===== src/rtl/alu_pipe.sv =====
// alu_pipe: two-stage pipelined logic/arithmetic ALU with carry chain, flags,
// a passthrough tag and valid/ready handshakes on both sides.
// Stage 1 registers the operation and the operand-equality flag; stage 2
// computes result, carry and zero and registers them as the outputs.
// A stalled output (out_valid && !out_ready) freezes both stages.
module alu_pipe #(
    parameter int WIDTH = 16,
    parameter int TAG_W = 4
) (
    input  logic             clk,
    input  logic             rst_n,
    input  logic             in_valid,
    output logic             in_ready,
    input  logic [WIDTH-1:0] in_a,
    input  logic [WIDTH-1:0] in_b,
    input  logic [3:0]       select,
    input  logic             mode,
    input  logic             carry_in,
    input  logic [TAG_W-1:0] in_tag,
    output logic             out_valid,
    input  logic             out_ready,
    output logic [WIDTH-1:0] alu_out,
    output logic             carry_out,
    output logic             zero,
    output logic             compare,
    output logic [TAG_W-1:0] out_tag
);

    localparam logic [WIDTH-1:0] ONES = '1;
    localparam logic [WIDTH-1:0] NONE = '0;

    logic             stall;
    logic             s1_valid;
    logic [WIDTH-1:0] s1_a;
    logic [WIDTH-1:0] s1_b;
    logic [3:0]       s1_sel;
    logic             s1_mode;
    logic             s1_cin;
    logic [TAG_W-1:0] s1_tag;
    logic             s1_cmp;

    logic [WIDTH-1:0] op_x;
    logic [WIDTH-1:0] op_y;
    logic [WIDTH:0]   sum;
    logic [WIDTH-1:0] logic_res;
    logic [WIDTH-1:0] res;
    logic             res_carry;

    // Backpressure only comes from a result that has not been taken yet.
    assign stall    = out_valid && !out_ready;
    assign in_ready = !stall;

    // Stage 1: capture the operation and the operand-equality flag.
    always_ff @(posedge clk) begin
        if (!rst_n) begin
            s1_valid <= 1'b0;
            s1_a     <= '0;
            s1_b     <= '0;
            s1_sel   <= '0;
            s1_mode  <= 1'b0;
            s1_cin   <= 1'b0;
            s1_tag   <= '0;
            s1_cmp   <= 1'b0;
        end else if (!stall) begin
            s1_valid <= in_valid;
            if (in_valid) begin
                s1_a    <= in_a;
                s1_b    <= in_b;
                s1_sel  <= select;
                s1_mode <= mode;
                s1_cin  <= carry_in;
                s1_tag  <= in_tag;
                s1_cmp  <= (in_a == in_b);
            end
        end
    end

    // Logic-mode function table.
    always_comb begin
        logic_res = NONE;
        case (s1_sel)
            4'd0:  logic_res = ~s1_a;
            4'd1:  logic_res = ~(s1_a | s1_b);
            4'd2:  logic_res = ~s1_a & s1_b;
            4'd3:  logic_res = NONE;
            4'd4:  logic_res = ~(s1_a & s1_b);
            4'd5:  logic_res = ~s1_b;
            4'd6:  logic_res = s1_a ^ s1_b;
            4'd7:  logic_res = s1_a & ~s1_b;
            4'd8:  logic_res = ~s1_a | s1_b;
            4'd9:  logic_res = ~(s1_a ^ s1_b);
            4'd10: logic_res = s1_b;
            4'd11: logic_res = s1_a & s1_b;
            4'd12: logic_res = ONES;
            4'd13: logic_res = s1_a | ~s1_b;
            4'd14: logic_res = s1_a | s1_b;
            default: logic_res = s1_a;
        endcase
    end

    // Arithmetic-mode operand selection feeding one WIDTH+1 bit adder.
    always_comb begin
        op_x = s1_a;
        op_y = NONE;
        case (s1_sel)
            4'd0:  begin op_x = s1_a;          op_y = NONE;          end
            4'd1:  begin op_x = s1_a | s1_b;   op_y = NONE;          end
            4'd2:  begin op_x = s1_a | ~s1_b;  op_y = NONE;          end
            4'd3:  begin op_x = NONE;          op_y = ONES;          end
            4'd4:  begin op_x = s1_a;          op_y = s1_a & ~s1_b;  end
            4'd5:  begin op_x = s1_a | s1_b;   op_y = s1_a & ~s1_b;  end
            4'd6:  begin op_x = s1_a;          op_y = ~s1_b;         end
            4'd7:  begin op_x = s1_a & ~s1_b;  op_y = ONES;          end
            4'd8:  begin op_x = s1_a;          op_y = s1_a & s1_b;   end
            4'd9:  begin op_x = s1_a;          op_y = s1_b;          end
            4'd10: begin op_x = s1_a | ~s1_b;  op_y = s1_a & s1_b;   end
            4'd11: begin op_x = s1_a & s1_b;   op_y = ONES;          end
            4'd12: begin op_x = s1_a;          op_y = s1_a;          end
            4'd13: begin op_x = s1_a | s1_b;   op_y = s1_a;          end
            4'd14: begin op_x = s1_a | ~s1_b;  op_y = s1_a;          end
            default: begin op_x = s1_a;        op_y = ONES;          end
        endcase
    end

    // Adder and mode mux; carry is forced low in logic mode.
    always_comb begin
        sum       = {1'b0, op_x} + {1'b0, op_y} + {{WIDTH{1'b0}}, s1_cin};
        res       = sum[WIDTH-1:0];
        res_carry = sum[WIDTH];
        if (s1_mode) begin
            res       = logic_res;
            res_carry = 1'b0;
        end
    end

    // Stage 2: register result and flags; bubbles leave the data untouched.
    always_ff @(posedge clk) begin
        if (!rst_n) begin
            out_valid <= 1'b0;
            alu_out   <= '0;
            carry_out <= 1'b0;
            zero      <= 1'b0;
            compare   <= 1'b0;
            out_tag   <= '0;
        end else if (!stall) begin
            out_valid <= s1_valid;
            if (s1_valid) begin
                alu_out   <= res;
                carry_out <= res_carry;
                zero      <= (res == NONE);
                compare   <= s1_cmp;
                out_tag   <= s1_tag;
            end
        end
    end

endmodule


===== config.mk =====
export PLATFORM = sky130hd
export DESIGN_NAME = alu_pipe
export DESIGN_NICKNAME = d
export VERILOG_FILES = /design/src/rtl/alu_pipe.sv
export SDC_FILE = /design/constraint.sdc
export NUM_CORES = 1
export LEC_CHECK = 0
export ABC_AREA = 0
export CAP_MARGIN = 20
export CORE_MARGIN = 2
export CORE_UTILIZATION = 60
export DETAILED_ROUTE_END_ITERATION = 6
export HOLD_SLACK_MARGIN = 0.05
export PLACE_DENSITY = 0.88
export SLEW_MARGIN = 15
export SYNTH_ARGS = -nofsm -noshare
export SYNTH_HDL_FRONTEND = slang
export SYNTH_SLANG_ARGS = --single-unit

===== constraint.sdc =====
create_clock -name clk -period 5.3 [get_ports clk]
set_input_delay 0.795 -clock clk [delete_from_list [all_inputs] [get_ports clk]]
set_output_delay 0.795 -clock clk [all_outputs]
set_load 0.01 [all_outputs]

# Word-level counts from Yosys, hierarchy flattened
# Index checks and enable logic that the tools add are counted.
[totals]
register_bits = 68
word_cells = 62
input_bits = 46
[op_classes]
n_eq_ne = 15
n_bitwise = 13
muxes = 5
add_sub_neg = 2
n_reduce_logical = 13
[ops]
columns = ["cell", "n"]
rows = [
  ["16-bit one-hot mux with 15 select lines", 1],
  ["16-bit one-hot mux with 6 select lines", 1],
  ["16-bit NOT", 5],
  ["16-bit one-hot mux with 5 select lines", 1],
  ["16-bit AND", 3],
  ["16-bit bitwise OR", 3],
  ["4-bit == test (second input constant)", 7],
  ["16-bit by 16-bit adder with 17-bit output", 1],
  ["17-bit by 1-bit adder with 17-bit output", 1],
  ["16-bit == test", 1],
  ["4-bit by 3-bit == test with 1-bit output (second input constant)", 4],
  ["16-bit logical NOT", 1],
  ["16-bit two-way mux", 1],
  ["16-bit XOR", 1],
  ["3-bit OR reduction", 4],
  ["4-bit by 2-bit == test with 1-bit output (second input constant)", 2],
  ["4-bit by 1-bit == test with 1-bit output (second input constant)", 1],
  ["4-bit logical NOT", 1],
  ["2-bit AND reduction", 2],
  ["2-bit OR reduction", 2],
  ["1-bit logical NOT", 2],
  ["1-bit logical AND", 1],
  ["1-bit two-way mux", 1],
  ["1-bit NOT", 1],
]

# Depth between registers and ports, before layout
# Gate-level depths: netlist of the first run.
[logic_depth]
ltp_word = 7
depth_mapped = 23
mapped_depth_nobuf = 19

# Least setup slack after synthesis of the first run
# No wires, ideal clock.
[synth_path]
path_kind = "register to register"
start = "reg s1_sel[3]"
end = "reg zero"
stages_incl_launch_ff = 21
required_time_ns = 5.185
arrival_time_ns = 3.894
path_slack_ns = 1.290
n_path_buf = 5
path_cell_list = "dfxtp_1 buf_6 buf_2 buf_2 buf_2 buf_2 o21ai_0 a221oi_1 o211ai_1 fa_1 inv_1 fa_1 nor2b_1 o31a_1 o2111ai_1 a21boi_1 o21a_1 o21a_1 o31ai_1 nor3_1 a31o_1"
[synth_via]
elab_chain_len = 7
elab_cells_between_ends = 28
classes_between = "add/sub: 2; eq/ne: 14; mux: 4; reduce/logical: 8"
[synth_lines]
columns = ["item", "line", "text"]
rows = [
  ["from (decl)", "36", "logic [3:0] s1_sel;"],
  ["from (signal assigned)", "69", "s1_sel <= select;"],
  ["4-bit == test (tied with other cells)", "81, 105", ""],
  ["3-bit OR reduction (no line) or 2-bit OR reduction (tied branches)", "--", ""],
  ["16-bit one-hot mux with 6 select lines or 16-bit one-hot mux with 5 select lines (tied branches)", "105", "case (s1_sel)"],
  ["16-bit by 16-bit adder with 17-bit output", "127", "sum = {1'b0, op_x} + {1'b0, op_y} + {{WIDTH{1'b0}}, s1_cin};"],
  ["17-bit by 1-bit adder with 17-bit output", "127", ""],
  ["16-bit two-way mux *", "130", "if (s1_mode) begin"],
  ["16-bit logical NOT *", "150", "zero <= (res == NONE);"],
  ["to (signal assigned)", "150", ""],
  ["to (decl)", "24", "output logic zero,"],
]
# Mark *: on every way between the ends. The rest lies on a longest branch, timed or not.
# A chain may end at the register's enable or synchronous reset.

# Final worst setup path of the first run
[layout_path]
start = "reg s1_sel[0]"
end = "reg zero"
# Same word-level chain as after synthesis.

==> metrics.md, run 1 <==
| Metric | Value |
|---|---|
| VDD IR-drop max | `0.1979 mV` |
| Cell count after synthesis | `1046` |
| Worst path cell trace | `buf_4 > clkinv_1 > nand2_1 > nand2_1 > nand2_1 > nand2_1 > nor2_1 > a31oi_1 > fa_1 > inv_1 > fa_1 > nor2b_1 > o31a_1 > o2111ai_1 > a21boi_1 > o21a_1 > o21a_1 > o31ai_1 > nor3_1 > a31o_1` |
| First-pass GRT wire length | `41570 um` |
| Die area | `13570 um^2` |
| Multi-input logic area | `approximately 5600 um^2` |
| Flop pwr share | `32.0%` |
| Max-slew violations | `0` |
| Overall Global Routing Usage | `39.66%` |
| Largest net degree at the start of global routing | `58` |
| # resized after CTS | `0` |
| Io pins | `71` |
| Most frequent CP cell | `nand2_1` |
| # setup viols final | `0` |
| CTS tree | `done` |
| Antenna violations before repair | `0` |
| Asr flop ratio synth | `0%` |
| Vias in the first global route | `approximately 8000` |
| Reg area | `roughly 1400 um^2` |
| Met2 routed WL | `11120 um` |
| Core area | `12470 um^2` |
| Clk slew on worst S/H paths | `0.07 ns` |
| Most common cell after layout, fill and taps aside | `nand2_1` |
| Post-Layout Cell Count | `1253` |
| Logic pwr share | `34.8%` |
| Total negative slack | `0 ns` |
| Number of enable flip-flop cells after synthesis | `0` |
| Commonest non-fill, non-tap cells in the layout | `nand2_1 (177), ha_1 (79), nor2_1 (75), a21oi_1 (72), clkdlybuf4s50_1 (69)` |
| Total of flip-flops plus latches after synthesis | `between 60 and 70` |
| Postcts setup bufs | `0` |
| Die Y | `116.5 um` |
| Leak pwr | `3.364 nW` |
| Period utilisation layout | `85.59%` |
| Worst Path Required | `5.53 ns` |
| PwrDens | `215.2 nW/um^2` |
| Syn_area_per_cell | `around 7.3 um^2` |
| # fillers | `between 1000 and 1500` |
| Fin nets | `roughly 1200` |
| Critical path's top delay family | `compound AO/OA/AOI/OAI gates` |
| Routed length on met1 | `10040 um` |
| Relative slew slack | `46.02%` |
| ANT cells | `0` |
| Bufs on Longest Clock Path | `2` |
| Crit end category | `flip-flop` |
| Critical path launch point type | `flip-flop` |
| Worst EP arrival | `4.76 ns` |
| DP Cell Count | `1237` |
| Std cell rows | `41` |
| CP max-delay cell | `fa_1` |
| Worst-Skew Late Latency | `0.34 ns` |
| Wire per inst | `21.23 um` |
| Die width | `about 120 um` |
| # port buffers | `70` |
| Failing checks | `design-rule violations` |
| DRC Markers | `2` |
| Crit Path Class | `reg2reg` |
| Post-synthesis sequential area ratio | `17.93%` |
| Antenna Nets Post-Route | `0` |
| Via/cell ratio | `6.802` |
| Worst-margin pin slew | `0.8098 ns` |
| Area Growth Syn to Fin | `13.79%` |
| Post-Syn Area | `7592 um^2` |
| Tmin final | `4.536 ns` |
| Slowest stage delay, CP | `0.45 ns` |
| Total CTS buffers | `9` |
| Clock sinks | `approximately 70` |
| Layout cells sized above 1 | `under 10%` |
| Clock skew | `approximately 0.011 ns` |
| Min-delay worst type | `reg2reg` |
| Placer Congestion | `1.024` |
| Switching pwr | `0.6852 mW` |
| Yosys warning count | `0` |
| Highest metal used | `met4` |
| Met3 Wirelength | `3701 um` |
| CP bufs+invs | `3` |
| Post-DP HPWL | `around 19000 um` |
| Internal | `1.174 mW` |
| Synth cell types | `76` |
| RSZ-0062 raised after global routing | `no` |
| Status | `finished with violations` |
| Max Freq | `between 200 and 250 MHz` |
| H-Tree Depth | `3` |
| Final hold vios | `0` |
| Iteration-0 DRC Markers | `1302` |
| Post-Route WL | `roughly 27000 um` |
| Clock power frac | `33.2%` |
| Max-cap violations | `0` |
| Root buffer cell | `clkbuf_16` |
| Synth Net Count | `1173` |
| Hold-fix buffers at CTS | `0` |
| Largest fanout on the critical path | `17` |
| Switch share | `36.86%` |
| Router iterations before antenna repair | `7` |
| Via count | `around 8500` |
| Initial Util | `60.91%` |
| Grt total ovfl | `0` |
| Most used DFF post-synth | `dfxtp_1` |
[tightest hold or removal path, delay by kind of cell (launching register included)]
kind            cells  cell delay (ns)
simple gates        1             0.05
compound gates      1             0.06
flops               1             0.31
[flip-flops by register name, indices dropped and copies added (netlist names), 4 cells and up]
name	count
s1_a	16
s1_tag	4
s1_sel	4
s1_b	16
out_tag	4
alu_out	16
[synthesized netlist by cell type (all sizes together) (6+ instances only)]
cell | count | area [um^2]
nand2 | 177 | 664.4
ha | 79 | 988.5
nor2 | 77 | 294.0
a21oi | 72 | 360.4
dfxtp | 68 | 1361
a21boi | 56 | 420.4
inv | 49 | 183.9
o21ai | 44 | 220.2
clkbuf | 41 | 153.9
buf | 40 | 267.8
o22ai | 33 | 206.5
o211ai | 24 | 180.2
xor2 | 24 | 210.2
a22oi | 22 | 170.2
a31oi | 16 | 100.1
nor2b | 14 | 87.58
mux2i | 12 | 120.1
nand2b | 12 | 75.07
nor3 | 12 | 60.06
a211oi | 11 | 82.58
nand3 | 11 | 55.05
a22o | 10 | 87.58
o22a | 10 | 87.58
a221oi | 9 | 78.83
o21a | 9 | 67.56
o211a | 8 | 80.08
o31ai | 8 | 60.06
or3 | 8 | 50.05
nor4 | 7 | 58.81
or2 | 6 | 37.54
[path summary, 6_finish.rpt]
path,cells after the start,to,startpoint,slack (ns)
worst max-delay path,20,zero,s1_sel[0],0.76
worst min-delay path,2,out_tag[1],s1_tag[1],0.46
worst max register to register,20,zero,s1_sel[0],0.76
worst min register to register,2,out_tag[1],s1_tag[1],0.46
[final cells by class]
cell class                 count  share of cell area [%]
sequential                    68                   15.79
clock inverter                 7                  0.9269
timing repair buffer         100                   10.95
multi-input combinational    847                   65.07
clock buffer                   9                   2.607
inverter                      50                   2.172
tap                          172                   2.491
[cells by family (layout without fill, tap and decap cells)]
| logic type | Yosys count | after routing | share of synthesized area [%] |
|---|---|---|---|
| AOI/OAI and AO/OA | 380 | 380 | 34.64 |
| muxes | 17 | 17 | 2.670 |
| buffers and inverters | 131 | 166 | 8.026 |
| DFF | 68 | 68 | 17.93 |
| xor gates and xnor gates | 25 | 25 | 2.884 |
| and+or+nand+nor | 344 | 344 | 20.30 |
| adders and majority gates | 81 | 81 | 13.55 |
[metal layers]
| layer | track usage (%) | vias up |
|---|---|---|
| met5 | 1.481 | - |
| met1 | 51.21 | 3847 |
| met4 | 24.29 | 0 |
| li1 | - | 3851 |
| met3 | 11.47 | 166 |
| met2 | 58.22 | 659 |
[metrics by stage]
| step | hold slack, ns | utilization (%) | area (um^2) | power [mW] | setup slack (ns) |
|---|---|---|---|---|---|
| detailed placement | 0.4564 | 66.86 | 8334 | 1.218 | 0.9476 |
| global route | 0.4876 | 69.31 | 8640 | 1.930 | 0.4457 |
| floorplan | 0.4412 | - | 7592 | 1.011 | 1.290 |
| global placement | 0.4474 | 66.86 | 8334 | 1.210 | 1.030 |
| CTS | 0.4642 | 69.31 | 8640 | 1.836 | 0.8960 |
| finish | 0.4622 | 69.31 | 8640 | 1.859 | 0.7635 |
[power groups by stage]
stage                     combinational [mW]  sequential, mW  clock [mW]
after global routing                   0.694           0.596       0.640
after floorplan                        0.425           0.585           0
after global placement                 0.612           0.599           0
after CTS                              0.623           0.590       0.623
after detailed placement               0.618           0.600           0
final                                  0.648           0.594       0.617
No activity file was read; power rests on OpenSTA's default activity.
==> inputs of run 2 (changes only) <==
--- a/config.mk
+++ b/config.mk
@@ -10,6 +10,7 @@
 export CORE_MARGIN = 2
 export CORE_UTILIZATION = 60
 export DETAILED_ROUTE_END_ITERATION = 6
+export GPL_ROUTABILITY_DRIVEN = 0
 export HOLD_SLACK_MARGIN = 0.05
 export PLACE_DENSITY = 0.88
 export SLEW_MARGIN = 15
==> metrics.md, run 2 (same netlist as run 1, synthesis figures left out) <==
| Metric | Value |
|---|---|
| Status | `finished clean` |
| Largest net degree at the start of global routing | `76 (+31%)` |
| DRC Markers | `0 (-2)` |
| # port buffers | `70 (unchanged)` |
| Most common cell after layout, fill and taps aside | `nand2_1` |
| Initial Util | `60.91% (unchanged)` |
| Layout cells sized above 1 | `6.389% (-0.087 points)` |
| Clock skew | `0.01015 ns (-0.001092 ns)` |
| Reg area | `1364 um^2 (unchanged)` |
| Max Freq | `213.6 MHz (-3.1%)` |
| Tmin final | `4.682 ns (+0.1460 ns)` |
| Post-DP HPWL | `18910 um (-0.38%)` |
| Total negative slack | `0 ns (unchanged)` |
| Commonest non-fill, non-tap cells in the layout | `nand2_1 (177), ha_1 (79), nor2_1 (75), a21oi_1 (72), clkdlybuf4s50_1 (69)` |
| RSZ-0062 raised after global routing | `no` |
| Antenna violations before repair | `0 (unchanged)` |
| Antenna Nets Post-Route | `0 (unchanged)` |
| Vias in the first global route | `7989 (-0.25%)` |
| Worst EP arrival | `4.92 ns (+0.16 ns)` |
| Multi-input logic area | `5622 um^2 (unchanged)` |
| Leak pwr | `3.357 nW (-0.23%)` |
| Crit Path Class | `reg2reg` |
| Core area | `12470 um^2 (unchanged)` |
| Via/cell ratio | `6.886 (+1.2%)` |
| Crit end category | `flip-flop` |
| Total CTS buffers | `9 (unchanged)` |
| Router iterations before antenna repair | `7 (unchanged)` |
| Largest registers | `alu_out (16), s1_a (16), s1_b (16)` |
| DP Cell Count | `1236 (-0.081%)` |
| Post-Layout Cell Count | `1252 (-0.080%)` |
| Period utilisation layout | `88.35% (+2.8 points)` |
| Fin nets | `1202 (-0.083%)` |
| # setup viols final | `0 (unchanged)` |
| VDD IR-drop max | `0.2324 mV (+17%)` |
| H-Tree Depth | `3 (unchanged)` |
| Relative slew slack | `31.67% (-14 points)` |
| Post-Route WL | `27230 um (+2.4%)` |
| Critical path launch point type | `flip-flop` |
| Io pins | `71 (unchanged)` |
| Worst-Skew Late Latency | `0.34 ns (about the same)` |
| Std cell rows | `41 (unchanged)` |
| Worst-margin pin slew | `1.023 ns (+0.2130 ns)` |
| Postcts setup bufs | `0 (unchanged)` |
| Die width | `116.5 um (unchanged)` |
| Iteration-0 DRC Markers | `1487 (+14%)` |
| Grt total ovfl | `0 (unchanged)` |
| Root buffer cell | `clkbuf_16` |
| ANT cells | `0 (unchanged)` |
| First-pass GRT wire length | `42130 um (+1.3%)` |
| Max-slew violations | `0 (unchanged)` |
| Overall Global Routing Usage | `40.21% (+0.55 points)` |
| Hold-fix buffers at CTS | `0 (unchanged)` |
| Final Util | `69.15% (-0.16 points)` |
| Die Y | `116.5 um (unchanged)` |
| Clock sinks | `68 (unchanged)` |
| Min-delay worst type | `reg2reg` |
| Final hold vios | `0 (unchanged)` |
| Bufs on Longest Clock Path | `2 (unchanged)` |
| Worst Path Required | `5.54 ns (about the same)` |
| Clk slew on worst S/H paths | `0.07 ns (about the same)` |
| Via count | `8621 (+1.1%)` |
| # resized after CTS | `0 (unchanged)` |
| Area Growth Syn to Fin | `13.53%` |
| Die area | `13570 um^2 (unchanged)` |
| Max-cap violations | `0 (unchanged)` |
| PwrDens | `217.4 nW/um^2 (+1.0%)` |
| Wire per inst | `21.75 um (+2.4%)` |
| Largest fanout on the critical path | `22 (+5)` |
| CTS tree | `done` |
| # fillers | `949 (-5.9%)` |
==> run 2: area by class of cell <==
| type | count | share of cell area, % |
|---|---|---|
| Tap cell | 172 | 2.497 |
| Multi-Input combinational cell | 847 | 65.22 |
| Clock inverter | 7 | 0.9290 |
| Inverter | 50 | 2.177 |
| Sequential cell | 68 | 15.82 |
| Timing Repair Buffer | 99 | 10.74 |
| Clock buffer | 9 | 2.613 |
==> run 2: metrics by stage <==
step / instance area (um^2) / hold WS [ns] / total power [mW] / worst slack, ns
after global routing: 8620 / 0.4862 / 1.933 / 0.4827
after CTS: 8620 / 0.4677 / 1.835 / 0.8769
final: 8620 / 0.4653 / 1.874 / 0.6175
after floorplan: 7592 / 0.4412 / 1.011 / 1.290
after global placement: 8314 / 0.4511 / 1.204 / 0.9776
after detailed placement: 8314 / 0.4588 / 1.215 / 0.9194
==> run 2: routing by layer <==
metal / vias to the layer above / GRT usage (%) / wire (um)
met4: 0 / 27.94 / 2434
li1: 3845 / - / -
met2: 762 / 58.91 / 11120
met3: 210 / 10.33 / 3933
met5: - / 0 / 0
met1: 3804 / 51.58 / 9737
==> run 2: where the power goes <==
part | internal, mW | leakage (nW) | switching (mW)
Combinational | 0.261 | 2.65 | 0.391
Sequential | 0.541 | 0.559 | 0.0532
Clock | 0.371 | 0.143 | 0.256
Total | 1.17 | 3.36 | 0.700
==> run 2: final timing paths <==
check             depth (start not counted)  slack, ns  startpoint         to
setup / recovery                         16       0.62   s1_sel[2]       zero
hold / removal                            2       0.47   s1_tag[2]  s1_tag[2]
setup reg to reg                         16       0.62   s1_sel[2]       zero
hold reg to reg                           2       0.47   s1_tag[2]  s1_tag[2]
==> run 2: worst max-delay path: stages (launching register included) <==
cell and delay, ns:
dfxtp_2 0.61, nor2b_1 0.87, buf_4 0.33, a22oi_2 0.07, nor2_1 0.24, nor2_1 0.08, a21oi_1 0.15, ha_1 0.24
nand3_1 0.10, o211ai_1 0.46, o21a_1 0.29, a311oi_1 0.11, o31ai_1 0.38, and4bb_1 0.27, nand4_1 0.10, nor2_1 0.06
a31o_1 0.19
